==> config.mk <==
export PLATFORM = sky130hd
export DESIGN_NAME = prog_loader
export DESIGN_NICKNAME = d
export VERILOG_FILES = /design/src/rtl/prog_loader_pkg.sv /design/src/rtl/prog_loader_word_asm.sv /design/src/rtl/prog_loader.sv
export SDC_FILE = /design/constraint.sdc
export NUM_CORES = 1
export LEC_CHECK = 0
export ABC_AREA = 1
export BUFFER_PORTS_ARGS = -buffer_cell sky130_fd_sc_hd__buf_2
export CORE_MARGIN = 2
export CORE_UTILIZATION = 58
export CTS_BUF_LIST = sky130_fd_sc_hd__clkbuf_8
export CTS_CLUSTER_SIZE = 24
export DETAILED_ROUTE_END_ITERATION = 6
export PLACE_DENSITY = 0.88
export SLEW_MARGIN = 20
export SYNTH_ARGS = -nofsm -noshare
export SYNTH_HDL_FRONTEND = slang
export SYNTH_SLANG_ARGS = --single-unit
==> constraint.sdc <==
create_clock -name clk -period 4.5 [get_ports clk]
set_input_delay 0.45 -clock clk [delete_from_list [all_inputs] [get_ports clk]]
set_output_delay 0.45 -clock clk [all_outputs]
set_load 0.02 [all_outputs]
==> src/rtl/prog_loader_pkg.sv <==
// Shared definitions for the Hack program loader: defaults, NOP encoding and FSM states.
// CHK is only reachable when PROG_LOADER_CHECKSUM_EN is defined.
package prog_loader_pkg;

  localparam int unsigned AddrWDef = 15;
  localparam int unsigned DataWDef = 16;

  localparam logic [15:0] HACK_NOP = 16'h0000;

  typedef enum logic [2:0] {
    StRun,
    StLenHi,
    StLenLo,
    StDatHi,
    StDatLo,
    StFinish,
    StError,
    StChk
  } state_e;

endpackage

==> src/rtl/prog_loader_word_asm.sv <==
// Byte-pair to word assembler: high byte first, one-cycle word_valid after the low byte.
// With PROG_LOADER_CHECKSUM_EN defined it also keeps a running XOR of every data byte.
module prog_loader_word_asm
  import prog_loader_pkg::*;
#(
  parameter int unsigned DATA_W = DataWDef
) (
  input  logic              clk_i,
  input  logic              rst_i,
`ifdef PROG_LOADER_CHECKSUM_EN
  input  logic              clear_i,
  output logic [7:0]        csum_o,
`endif
  input  logic              hi_valid_i,
  input  logic              lo_valid_i,
  input  logic [7:0]        byte_i,
  output logic [DATA_W-1:0] word_o,
  output logic              word_valid_o
);

  logic [7:0]        hi_q, hi_d;
  logic [DATA_W-1:0] word_q, word_d;
  logic              word_valid_q, word_valid_d;

  always_comb begin
    hi_d         = hi_q;
    word_d       = word_q;
    word_valid_d = 1'b0;
    if (hi_valid_i) begin
      hi_d = byte_i;
    end
    if (lo_valid_i) begin
      word_d       = DATA_W'({hi_q, byte_i});
      word_valid_d = 1'b1;
    end
  end

  always_ff @(posedge clk_i) begin
    if (rst_i) begin
      hi_q         <= '0;
      word_q       <= '0;
      word_valid_q <= 1'b0;
    end else begin
      hi_q         <= hi_d;
      word_q       <= word_d;
      word_valid_q <= word_valid_d;
    end
  end

  assign word_o       = word_q;
  assign word_valid_o = word_valid_q;

`ifdef PROG_LOADER_CHECKSUM_EN
  logic [7:0] csum_q, csum_d;

  always_comb begin
    csum_d = csum_q;
    if (clear_i) begin
      csum_d = '0;
    end else if (hi_valid_i || lo_valid_i) begin
      csum_d = csum_q ^ byte_i;
    end
  end

  always_ff @(posedge clk_i) begin
    if (rst_i) begin
      csum_q <= '0;
    end else begin
      csum_q <= csum_d;
    end
  end

  assign csum_o = csum_q;
`endif

endmodule

==> src/rtl/prog_loader.sv <==
// Arbitrates the Hack instruction RAM between CPU fetch and a serial program loader.
// Optional trailing XOR checksum byte is enabled by defining PROG_LOADER_CHECKSUM_EN.
module prog_loader
  import prog_loader_pkg::*;
#(
  parameter int unsigned ADDR_W    = AddrWDef,
  parameter int unsigned DATA_W    = DataWDef,
  parameter int unsigned LOAD_BASE = 0
) (
  input  logic              clk,
  input  logic              reset,
  input  logic              start_load,
  input  logic [7:0]        rx_data,
  input  logic              rx_valid,
  input  logic [ADDR_W-1:0] cpu_pc,
  output logic [DATA_W-1:0] cpu_instr,
  output logic              cpu_reset,
  output logic [ADDR_W-1:0] mem_addr,
  output logic [DATA_W-1:0] mem_wdata,
  output logic              mem_we,
  input  logic [DATA_W-1:0] mem_rdata,
  output logic              busy,
  output logic              done,
  output logic              err
);

  // Largest word count that fits between LOAD_BASE and the top of memory.
  localparam logic [31:0] MaxWords = (32'd1 << ADDR_W) - 32'(LOAD_BASE);

  state_e            state_q, state_d;
  logic [15:0]       cnt_q, cnt_d;
  logic [ADDR_W-1:0] addr_q, addr_d;
  logic [15:0]       len_w;

  logic              asm_clear, asm_hi, asm_lo;
  logic [DATA_W-1:0] asm_word;
  logic              asm_word_valid;

  assign len_w = {cnt_q[15:8], rx_data};

`ifdef PROG_LOADER_CHECKSUM_EN
  logic [7:0] asm_csum;
  localparam state_e StLast = StChk;
`else
  localparam state_e StLast = StFinish;
`endif

  prog_loader_word_asm #(
    .DATA_W (DATA_W)
  ) u_word_asm (
    .clk_i        (clk),
    .rst_i        (reset),
`ifdef PROG_LOADER_CHECKSUM_EN
    .clear_i      (asm_clear),
    .csum_o       (asm_csum),
`endif
    .hi_valid_i   (asm_hi),
    .lo_valid_i   (asm_lo),
    .byte_i       (rx_data),
    .word_o       (asm_word),
    .word_valid_o (asm_word_valid)
  );

  always_comb begin
    state_d   = state_q;
    cnt_d     = cnt_q;
    addr_d    = addr_q;
    asm_clear = 1'b0;
    asm_hi    = 1'b0;
    asm_lo    = 1'b0;

    // Address steps past each word once its write cycle has completed.
    if (asm_word_valid) begin
      addr_d = addr_q + 1'b1;
    end

    unique case (state_q)
      StRun, StError: begin
        if (start_load) begin
          state_d   = StLenHi;
          addr_d    = ADDR_W'(LOAD_BASE);
          asm_clear = 1'b1;
        end
      end
      StLenHi: begin
        if (rx_valid) begin
          cnt_d   = {rx_data, 8'h00};
          state_d = StLenLo;
        end
      end
      StLenLo: begin
        if (rx_valid) begin
          cnt_d = len_w;
          if (len_w == 16'd0) begin
            state_d = StLast;
          end else if ({16'h0000, len_w} > MaxWords) begin
            state_d = StError;
          end else begin
            state_d = StDatHi;
          end
        end
      end
      StDatHi: begin
        if (rx_valid) begin
          asm_hi  = 1'b1;
          state_d = StDatLo;
        end
      end
      StDatLo: begin
        if (rx_valid) begin
          asm_lo  = 1'b1;
          cnt_d   = cnt_q - 16'd1;
          state_d = (cnt_q == 16'd1) ? StLast : StDatHi;
        end
      end
      StFinish: begin
        state_d = StRun;
      end
`ifdef PROG_LOADER_CHECKSUM_EN
      StChk: begin
        if (rx_valid) begin
          state_d = (rx_data == asm_csum) ? StFinish : StError;
        end
      end
`endif
      default: begin
        state_d = StRun;
      end
    endcase
  end

  always_ff @(posedge clk) begin
    if (reset) begin
      state_q <= StRun;
      cnt_q   <= '0;
      addr_q  <= ADDR_W'(LOAD_BASE);
    end else begin
      state_q <= state_d;
      cnt_q   <= cnt_d;
      addr_q  <= addr_d;
    end
  end

  assign busy      = (state_q != StRun);
  assign done      = (state_q == StFinish);
  assign err       = (state_q == StError);
  assign cpu_reset = reset | busy;
  assign cpu_instr = busy ? DATA_W'(HACK_NOP) : mem_rdata;
  assign mem_addr  = busy ? addr_q : cpu_pc;
  assign mem_wdata = asm_word;
  // A write still pending when reset arrives is dropped.
  assign mem_we    = asm_word_valid & ~reset;

endmodule

Yosys cells after proc, flatten, opt, wreduce, memory -nomap -nowiden:

Cells that the tools add are included.
Widths: inputs -> output; s select.

* register bits after elaboration: 59
* output and inout bits: 52
* logic and storage cells: 57

* add/sub/neg operators: 2
* magnitude comparators: 1
* eq/ne operators: 12
* multiplexer cells: 22
* bitwise logic cells: 4
* reduce and logical (&&, ||, !) cells: 9

Operators by type and width (number)
* $mux 15: 4
* $mux 16: 3
* $pmux 16 s3: 1
* $mux 3: 8
* $eq 16x1->1 const B: 1
* $gt 16x16->1 const B: 1
* $logic_not 16->1: 1
* $sub 16x1->16 const B: 1
* $add 15x1->15 const B: 1
* $pmux 3 s5: 1
* $ne 2x2->1 const B: 5
* $eq 3x3->1 const B: 3
* $mux 8: 1
* $reduce_and 4->1: 2
* $eq 3x2->1 const B: 2
* $reduce_bool 3->1: 2
* $reduce_and 5->1: 1
* $mux 1: 4
* $eq 3x1->1 const B: 1
* $logic_not 3->1: 1
* $not 1->1: 2
* $reduce_bool 2->1: 1
* $reduce_or 2->1: 1
* $and 1x1->1: 1
* $or 1x1->1: 1

Logic depth before layout (Yosys ltp):

Gate-level depths: netlist of the first run.

* depth after elaboration: 5
* gate-level depth with buffers: 10
* gate-level depth less buffers: 10

Modules after synthesis:

A second synthesis of the first run with hierarchy kept.

* cell total of the unflattened synthesis: 540
* area total of the unflattened synthesis: 3343.2 um^2

By module, submodules not included
* prog_loader: times used 1, cells each 392, area each 2328.5 um^2, seq. area each 680.7 um^2
* prog_loader_word_asm: times used 1, cells each 148, area each 1014.7 um^2, seq. area each 500.5 um^2

Worst setup path after synthesis of the first run:

No wires, ideal clock.

* kind: reg2out
* from: register state_q[2]
* to: output port mem_addr[0]
* data arrival time: 1.452 ns
* setup slack: 2.598 ns
* stages on the path, launching flop included: 6
* buffers on the path: 1
* cells stage by stage: dfxtp_1 inv_2 nand2_2 inv_1 clkbuf_1 o21ai_0

* cells in the longest elaborated chain, start to end: 2

Ends and longest elaborated chain
* start: declaration: RTL line prog_loader.sv:30 `state_e state_q, state_d;`
* start signal: assignment: RTL line prog_loader.sv:134 `state_q <= StRun;`
* start signal: assignment: RTL line prog_loader.sv:138 `state_q <= state_d;`
* $reduce_bool 3->1: RTL line prog_loader.sv:144 `assign busy = (state_q != StRun);`
* $mux 15: RTL line prog_loader.sv:149 `assign mem_addr = busy ? addr_q : cpu_pc;`
* end: declaration: RTL line prog_loader.sv:18 `output logic [ADDR_W-1:0] mem_addr,`

No other way between the ends.

Worst setup path in the final report of the first run:

* from: register state_q[2]
* to: output port mem_addr[6]

The elaborated chain is that of the path after synthesis.

==> results of run 1 <==
==> worst max-delay path: stages, from the launching register on <==
cell,delay [ns]
sky130_fd_sc_hd__dfxtp_1,0.44
sky130_fd_sc_hd__inv_2,0.14
sky130_fd_sc_hd__nand2_2,0.37
sky130_fd_sc_hd__inv_1,0.41
sky130_fd_sc_hd__o21ai_0,0.27
sky130_fd_sc_hd__buf_2,0.20
==> layout by cell type (no fill, tap or decap), drive strengths merged, types with 3 or more instances in the layout <==
cell type	instances
a21oi	45
o21ai	48
dfxtp	59
inv	69
nand4	4
nand3	37
nand2	113
buf	94
ha	3
xor2	6
nor2	85
a31oi	7
clkinv	4
nor3	3
clkbuf	12
==> path summary, 6_finish.rpt <==
| kind | start | endpoint | slack [ns] | cells past startpoint |
|---|---|---|---|---|
| worst max register to register | state_q[1] | cnt_q[10] | 2.61 | 9 |
| worst min register to register | u_word_asm.word_o[14] | u_word_asm.word_o[14] | 0.46 | 2 |
| worst min-delay path | rx_data[1] | u_word_asm.word_o[1] | 0.42 | 3 |
| worst max-delay path | state_q[2] | mem_addr[6] | 1.87 | 5 |
==> registers in the layout, summed over array words and instances (netlist names) <==
name / flops
cnt_q: 16
u_word_asm.hi_q: 8
u_word_asm.word_valid_o: 1
state_q: 3
addr_q: 15
u_word_asm.word_o: 16
==> logic make-up after synthesis <==
logic type | after synthesis | share of synthesized area (%)
adders and majority gates | 3 | 1.16
AOI/OAI and AO/OA | 105 | 17.9
buffers and inverters | 87 | 10.8
and+or+nand+nor | 243 | 32.1
DFF | 59 | 36.4
xor gates and xnor gates | 6 | 1.62
==> layout make-up <==
cell class	instances	area (um^2)	share of cell area, %
Timing Repair Buffer	94	470	12.0
Clock buffer	12	165	4.23
Multi-Input combinational cell	357	1710	43.9
Inverter	69	262	6.69
Tap cell	72	90.1	2.31
Clock inverter	4	23.8	0.609
Sequential cell	59	1180	30.2
==> per-layer routing <==
metal / global-route usage (%) / share of wire (%) / up-vias / wire length (um)
met1: 32.3 / 42 / 1529 / 3540
li1: - / - / 1778 / -
met2: 50.1 / 48 / 147 / 4050
met4: 8.45 / 1.6 / 0 / 134
met3: 7.16 / 8.0 / 18 / 670
met5: 0 / 0 / - / 0
==> report_power, final <==
part | total, W | internal [W] | switching, W
combinational | 0.00107 | 0.000309 | 0.000765
sequential | 0.000646 | 0.000585 | 0.0000613
clock | 0.000453 | 0.000243 | 0.000210
==> per-stage QoR <==
step	hold slack, ns	setup WS, ns	power, W	cell area (um^2)
global route	0.421	1.64	0.00234	3910
finish	0.421	1.87	0.00217	3910
floorplan	0.438	2.60	0.00145	3250
global placement	0.449	2.38	0.00168	3720
detailed placement	0.452	2.25	0.00171	3720
CTS	0.416	1.88	0.00217	3910
==> out/qor.yml, run 1 <==
area_share_of_the_largest_cell_type_after_synthesis_pct: 36.4
core_region_area_um2: 5470
grt_setup_unrepaired: "no"
track_usage_pct: 27.8
slew_of_the_pin_with_the_lowest_slew_margin_ns: 0.685
die_x_um: 78.8
run_status: "finished clean"
largest_net_degree_at_the_start_of_global_routing: 34
hold_path.class: "in2reg"
num_rows: 27
finalSetupViolations: 0
post_synth_main_area_contributors: "sky130_fd_sc_hd__dfxtp_1 36%, sky130_fd_sc_hd__nand2_1 13%, sky130_fd_sc_hd__nor2_1 9.2%, sky130_fd_sc_hd__inv_1 7.4%, sky130_fd_sc_hd__a21oi_1 6.5%"
min_period_over_period_pct: 58.6
clockBufferDepth: 2
ys_warn_count: 0
areaGrowthSynthToFinish_pct: 20.3
required_ns: 4.05
antenna_left: 0
cellLeakagePower_nw: 1.86
yosys.cell_count.top_type: "sky130_fd_sc_hd__nand2_1"
initial_antenna_violation_count: 0
power.ir.vdd_worst_uv: 367
finalClockSkew_ns: 0.00593
async_flop_share_pct: 0
timing_worst_setup_path_type: "reg2out"
nNetsFinal: 636
dp_hpwl_um: 5960
crit_fanout: 26
io_buffers: 94
cts.htree.levels: 3
synth_top_area_cell: "sky130_fd_sc_hd__dfxtp_1"
placed_cells: 651
final_max_slew_viol_count: 0
synth_flop_cell: "sky130_fd_sc_hd__dfxtp_1"
worst_skew_pair.late_latency_ns: 0.35
hold_viol_final: 0
maximum_frequency_from_static_timing_analysis_mhz: 380
ys_ff_latch: 59
initialDrtViolationCount: 215
timing.slew.headroom_pct: 54.2
worst_setup_path_start_kind: "register"
holdBufCountCts: 0
fp.dieH_um: 78.8
synth_common_cells: "109 x sky130_fd_sc_hd__nand2_1, 80 x sky130_fd_sc_hd__nor2_1, 64 x sky130_fd_sc_hd__inv_1, 59 x sky130_fd_sc_hd__dfxtp_1"
layout.cells.non_filler: 667
clkSlewWorstSetupHoldPaths_ns: 0.06
pwr_density_cell_nw_per_um2: 556
synthesis.area_per_instance_um2: 6.45
ant_cells: 0
post_synth_num_cell_types: 33
cts.repair_timing.setup_buffer_count: 0
vias_per_cell: 5.21
number_of_global_route_vias_before_repair: 3092
cells_after_synth: 503
numCtsBuffers: 9
vias: 3472
route.final.wire_length_um: 8390
final_core_utilization_pct: 71.4
grt_pass1_wl_um: 13700
wire_per_inst_um: 12.6
cap_violations: 0
synth_edf_count: 0
fillerInstances: 463
initial_utilization_pct: 59.3
crit_arrival_ns: 2.18
min_period_ns: 2.63
globalRoute.totalOverflow: 0
syn-cell-area_um2: 3250
post_cts.resized_instances: 0
clock-sinks: 59
setup.worst_path.end_class: "primary output"
synth_fp_nets: 549
drtPass1Iterations: 5
remaining_drc_errors: 0
cts.root.buffer_cell: "sky130_fd_sc_hd__clkbuf_8"
synth_seq_area_share_pct: 36.4
globalplace.congestion: 0.899
setup_tns_ns: 0
drive_above_1_share_pct: 21.8
die_area_um2: 6210
io_pins: 95
cts_tree: "done"
No activity file was read; power rests on OpenSTA's default activity.
==> run 2, diff against run 1 <==
- CORE_UTILIZATION: 58 -> 49
- PLACE_DENSITY: 0.88 -> 0.79
- clock period: 4.5 -> 2.2 ns (I/O delays scaled with it)
==> run 2 against run 1 <==
  * Utilization down 9.4 points
  * Non-clock buffer count up 6
  * First-iteration DRC count down 6.0%
  * Combinational power up 110%
  * Critical endpoint is now mem_addr[1]
  * Critical path depth up 1
  * Sequential power up 100%
  * Wire length up 3.8%
  * Flip-flop and latch count unchanged
  * Clock skew down 0.0017 ns
==> out/qor.yml, run 2 (synthesis results as in run 1) <==
run_status: "finished clean"
clock-sinks: 59  # unchanged
fp.dieH_um: 85.4  # +8.3%
drtPass1Iterations: 5  # unchanged
number_of_global_route_vias_before_repair: 3202  # +3.6%
report.power.total_w: 0.00448  # +110%
wire_per_inst_um: 12.8  # +2.0%
ordered_cell_list_for_the_critical_path: "inv_2 > nand2_2 > buf_4 > nand2_1 > nand2_1 > buf_2"
timing_worst_setup_path_type: "reg2out"
power_report.internal_total_w: 0.00230  # +100%
commonest_non_fill_non_tap_cell_in_the_layout: "sky130_fd_sc_hd__nand2_1"
p_switching_w: 0.00218  # +110%
pwr_density_cell_nw_per_um2: 1130  # +100%
initialDrtViolationCount: 202  # -6.0%
worst_setup_path_start_kind: "register"
holdBufCountCts: 0  # unchanged
grt_setup_unrepaired: "no"
io_pins: 95  # unchanged
power_switching_share_pct: 48.7  # +0.98 points
slew_of_the_pin_with_the_lowest_slew_margin_ns: 0.490  # -0.195 ns
vias_per_cell: 5.18  # -0.47%
comb_power_share_pct: 50.8  # +1.4 points
nNetsFinal: 643  # +1.1%
die_x_um: 85.4  # +8.3%
power.ir.vdd_worst_uv: 979  # +170%
worst-r2r-cell-count: 7  # -2
slowest_delay_ns: 0.43  # about the same
globalRoute.totalOverflow: 0  # unchanged
hold-path-cell-count: 3  # unchanged
remaining_drc_errors: 0  # unchanged
largest_net_degree_at_the_start_of_global_routing: 26  # -24%
drive_above_1_share_pct: 22.9  # +1.1 points
clkSlewWorstSetupHoldPaths_ns: 0.07  # about the same
final_max_slew_viol_count: 0  # unchanged
required_ns: 1.98  # -2.07 ns
p_clk_share_pct: 19.7  # -1.1 points
power_frac_seq_pct: 29.5  # -0.2 points
layout_common_cells: "109 x sky130_fd_sc_hd__nand2_1, 94 x sky130_fd_sc_hd__buf_2, 80 x sky130_fd_sc_hd__nor2_1"
min_period_ns: 1.93
core_region_area_um2: 6390  # +17%
holdWs_ns: 0.184  # -0.237 ns
placed_cells: 662  # +1.7%
globalplace.congestion: 0.917  # +2.0%
maximum_frequency_from_static_timing_analysis_mhz: 519
numCtsBuffers: 9  # unchanged
layout.cells.non_filler: 679  # +1.8%
cellLeakagePower_nw: 1.88  # +0.90%
finalClockSkew_ns: 0.00422  # -0.00171 ns
route.final.wire_length_um: 8710  # +3.8%
io_buffers: 94  # unchanged
initial_utilization_pct: 50.8  # -8.5 points
grt_pass1_wl_um: 13800  # +0.70%
num_rows: 29  # +7.4%
hold_viol_final: 0  # unchanged
vias: 3518  # +1.3%
crit_arrival_ns: 1.71  # -0.47 ns
die_area_um2: 7290  # +17%
dp_hpwl_um: 6390  # +7.3%
areaGrowthSynthToFinish_pct: 21.9
antenna_left: 0  # unchanged
ant_cells: 0  # unchanged
crit_fanout: 25  # -3.8%
finalSetupViolations: 0  # unchanged
cap_violations: 0  # unchanged
min_from: "rx_data[1]"
track_usage_pct: 23.4  # -4.4 points
cts.htree.levels: 3  # unchanged
initial_antenna_violation_count: 0  # unchanged
cell_type_of_the_slowest_stage_on_the_worst_timing_path: "sky130_fd_sc_hd__dfxtp_1"
clockBufferDepth: 2  # unchanged
worst_skew_pair.late_latency_ns: 0.34  # about the same
fillerInstances: 600  # +30%
cts.root.buffer_cell: "sky130_fd_sc_hd__clkbuf_8"
cts_tree: "done"
cpMostUsedCell: "sky130_fd_sc_hd__nand2_1"
min_period_over_period_pct: 87.5
setup_tns_ns: 0  # unchanged
timing.slew.headroom_pct: 67.3  # +13 points
setup.worst_path.end_class: "primary output"
regToRegStartpoint: "state_q[2]"
setup.worst_path.start: "state_q[2]"
hold_path.class: "in2reg"
==> run 2: cell count changes in the layout (fill, tap and decap cells not counted), sizes merged <==
| cell | previous run | this run |
|---|---|---|
| clkinvlp | 0 | 3 |
| clkbuf | 12 | 10 |
| buf | 94 | 100 |
==> run 2: layout make-up <==
class                           count  area (um^2)  area share (%)
Clock buffer                       10          138            3.48
Clock inverter                      6         40.0            1.01
Inverter                           69          265            6.70
Multi-Input combinational cell    357         1710            43.3
Sequential cell                    59         1180            29.8
Tap cell                           77         96.3            2.43
Timing Repair Buffer              100          515            13.0
Timing Repair inverter              1         7.51           0.190
==> run 2: worst paths after layout <==
kind	to	slack, ns
setup / recovery	mem_addr[1]	0.27
setup reg to reg	addr_q[10]	0.45
hold reg to reg	u_word_asm.word_o[10]	0.46
hold / removal	u_word_asm.word_o[1]	0.18
==> run 2: critical path: cells and delay by family, from the launching register on <==
kind | cells | cell delay [ns]
buffers and inverters | 3 | 0.59
DFF | 1 | 0.43
and+or+nand+nor | 3 | 0.34
==> run 2: per-stage QoR <==
stage	worst slack, ns	cell area, um^2	utilization, %
after floorplan	0.528	3250	-
after global placement	0.553	3770	59.0
after detailed placement	0.509	3770	59.0
after CTS	0.158	3950	61.8
after global routing	0.0499	3960	62.0
final	0.275	3960	62.0
==> run 2: power by group through the flow <==
| stage | registers [W] | logic, W | clock network [W] |
|---|---|---|---|
| floorplan | 0.00131 | 0.00165 | 0 |
| finish | 0.00132 | 0.00228 | 0.000883 |
| global route | 0.00134 | 0.00253 | 0.000947 |
| detailed placement | 0.00134 | 0.00221 | 0 |
| CTS | 0.00132 | 0.00222 | 0.000898 |
| global placement | 0.00133 | 0.00216 | 0 |
==> run 2: repair_timing <==
item	in CTS	in global routing
setup endpoints to repair	0	13
gates resized for setup	0	2
setup buffers	0	0
==> run 2: per-layer routing <==
metal / wire [um] / global-route usage, %
met5: 0 / 0
met2: 4110 / 41.4
met3: 780 / 7.20
met4: 145 / 7.65
met1: 3680 / 26.7
==> run 3, diff against run 2 <==
- CORE_UTILIZATION: 49 -> 58
- PLACE_DENSITY: 0.79 -> 0.88
- RECOVER_POWER: not set -> 25
- clock period: 2.2 -> 2.45 ns (I/O delays scaled with it)
==> run 3 against run 2 <==
  * Critical path depth unchanged
  * Global-route usage grew 5.5 points
  * Clock skew rose by 0.0044 ns
  * Wire length decreased by 0.87%
  * Via count decreased by 0.48%
  * Largest cell class unchanged
  * Utilization up 9.7 points
  * First-iteration DRC count up 60%
  * Largest power group unchanged
==> out/qor.yml, run 3 (synthesis results as in run 1) <==
layout_common_cells: "109 x sky130_fd_sc_hd__nand2_1, 80 x sky130_fd_sc_hd__nor2_1, 77 x sky130_fd_sc_hd__buf_2"
run_status: "finished clean"
setup.worst_path.start: "state_q[2]"
globalplace.congestion: 0.966  # +5.3%
hold_viol_final: 0  # unchanged
vias: 3501  # -0.48%
setup_tns_ns: 0  # unchanged
p_switching_w: 0.00196  # -10%
initial_antenna_violation_count: 0  # unchanged
hold-path-cell-count: 3  # unchanged
power_frac_seq_pct: 29.0  # -0.5 points
initialDrtViolationCount: 324  # +60%
required_ns: 2.20  # +0.22 ns
globalRoute.totalOverflow: 0  # unchanged
comb_power_share_pct: 49.7  # -1.1 points
clock-sinks: 59  # unchanged
number_of_global_route_vias_before_repair: 3207  # +0.16%
worst-r2r-cell-count: 9  # +2
pwr_density_cell_nw_per_um2: 1040  # -7.8%
largest_net_degree_at_the_start_of_global_routing: 26  # unchanged
total_area_of_multi_input_combinational_cells_um2: 1710  # unchanged
vias_per_cell: 5.21  # +0.55%
clkSlewWorstSetupHoldPaths_ns: 0.07  # about the same
ff2ff_setup_slack_ns: 0.69  # +0.24 ns
cap_violations: 0  # unchanged
p_clk_share_pct: 21.3  # +1.6 points
crit_arrival_ns: 1.87  # +0.16 ns
core_region_area_um2: 5470  # -14%
clockBufferDepth: 2  # unchanged
holdPathEnd: "u_word_asm.word_o[1]"
finalSetupViolations: 0  # unchanged
initial_utilization_pct: 59.3  # +8.5 points
dp_hpwl_um: 6230  # -2.5%
drive_above_1_share_pct: 19.5  # -3.4 points
remaining_drc_errors: 0  # unchanged
die_area_um2: 6210  # -15%
wire_per_inst_um: 12.9  # +0.16%
antenna_left: 0  # unchanged
min_period_ns: 2.12
fp.dieH_um: 78.8  # -7.7%
layout.area.seq_um2: 1180  # unchanged
areaGrowthSynthToFinish_pct: 20.8
slew_of_the_pin_with_the_lowest_slew_margin_ns: 0.639  # +0.149 ns
worst_setup_path_start_kind: "register"
final_core_utilization_pct: 71.7  # +9.7 points
drtPass1Iterations: 5  # unchanged
min_from: "rx_data[1]"
cts.root.buffer_cell: "sky130_fd_sc_hd__clkbuf_8"
maximum_frequency_from_static_timing_analysis_mhz: 473
ant_cells: 0  # unchanged
power_report.internal_total_w: 0.00213  # -7.3%
cts.htree.levels: 3  # unchanged
worst_r2r_endpoint: "cnt_q[9]"
cts_tree: "done"
numCtsBuffers: 9  # unchanged
timing_worst_setup_path_type: "reg2out"
nNetsFinal: 641  # -0.31%
io_buffers: 94  # unchanged
grt_pass1_wl_um: 14400  # +4.3%
track_usage_pct: 28.9  # +5.5 points
grt_setup_unrepaired: "no"
fillerInstances: 457  # -24%
num_rows: 27  # -6.9%
commonest_non_fill_non_tap_cell_in_the_layout: "sky130_fd_sc_hd__nand2_1"
post_cts.resized_instances: 0  # unchanged
die_x_um: 78.8  # -7.7%
io_pins: 95  # unchanged
power_switching_share_pct: 47.9  # -0.76 points
holdBufCountCts: 0  # unchanged
finalClockSkew_ns: 0.00861  # +0.00439 ns
route.final.wire_length_um: 8640  # -0.87%
timing.slew.headroom_pct: 57.4  # -9.9 points
setup.worst_path.end_class: "primary output"
power.ir.vdd_worst_uv: 562  # -43%
worst_skew_pair.late_latency_ns: 0.35  # about the same
regToRegStartpoint: "state_q[1]"
min_period_over_period_pct: 86.4
hold_path.class: "in2reg"
cellLeakagePower_nw: 1.80  # -4.1%
cts.repair_timing.setup_buffer_count: 0  # unchanged
crit_fanout: 25  # unchanged
final_max_slew_viol_count: 0  # unchanged
run 3: how the worst max path moves through the flow:
stage,end,slack (ns),cells after the start
after global placement,cnt_q[12],0.79,8
after detailed placement,mem_addr[7],0.72,6
after floorplan,mem_addr[0],0.75,5
after global routing,mem_addr[4],0.17,6
final,mem_addr[3],0.33,6
after CTS,mem_addr[7],0.36,6
run 3: through the flow:
stage / total power [W] / worst slack [ns] / instance area [um^2] / hold slack (ns) / cells
4_1_cts: 0.00406 / 0.356 / 3950 / 0.215 / 672
2_1_floorplan: 0.00266 / 0.753 / 3250 / 0.380 / 503
6_report: 0.00409 / 0.334 / 3920 / 0.210 / 672
5_1_grt: 0.00440 / 0.167 / 3920 / 0.224 / 672
3_5_place_dp: 0.00320 / 0.724 / 3750 / 0.450 / 656
3_3_place_gp: 0.00316 / 0.790 / 3750 / 0.450 / 656
run 3: final cells by class:
type / count / share of cell area (%)
multi-input cells: 357 / 43.7
flip-flops and latches: 59 / 30.1
repair buffers: 99 / 12.3
inverters: 69 / 6.67
clock buffers: 9 / 3.16
well taps: 72 / 2.30
clock inverters: 7 / 1.75
run 3: layer usage:
| layer | up-vias | share of wire (%) | wire length, um | GRT usage (%) |
|---|---|---|---|---|
| li1 | 1791 | - | - | - |
| met4 | 0 | 1.3 | 116 | 8.10 |
| met5 | - | 0 | 0 | 0 |
| met2 | 163 | 47 | 4070 | 49.6 |
| met3 | 13 | 8.8 | 757 | 8.30 |
| met1 | 1534 | 43 | 3690 | 35.4 |
run 3: power groups by stage:
stage,clock network [W],logic (W),registers [W]
floorplan,0,0.00149,0.00118
global placement,0,0.00196,0.00120
detailed placement,0,0.00199,0.00120
CTS,0.000867,0.00201,0.00118
global route,0.000921,0.00228,0.00120
finish,0.000872,0.00203,0.00119
run 3: worst max-delay path, cell delays in order (launching register included):
cell and delay (ns):
sky130_fd_sc_hd__dfxtp_1 0.38, sky130_fd_sc_hd__inv_2 0.19, sky130_fd_sc_hd__nand2_2 0.08, sky130_fd_sc_hd__inv_1 0.48, sky130_fd_sc_hd__nand2_1 0.09, sky130_fd_sc_hd__o21ai_0 0.10
sky130_fd_sc_hd__buf_2 0.20
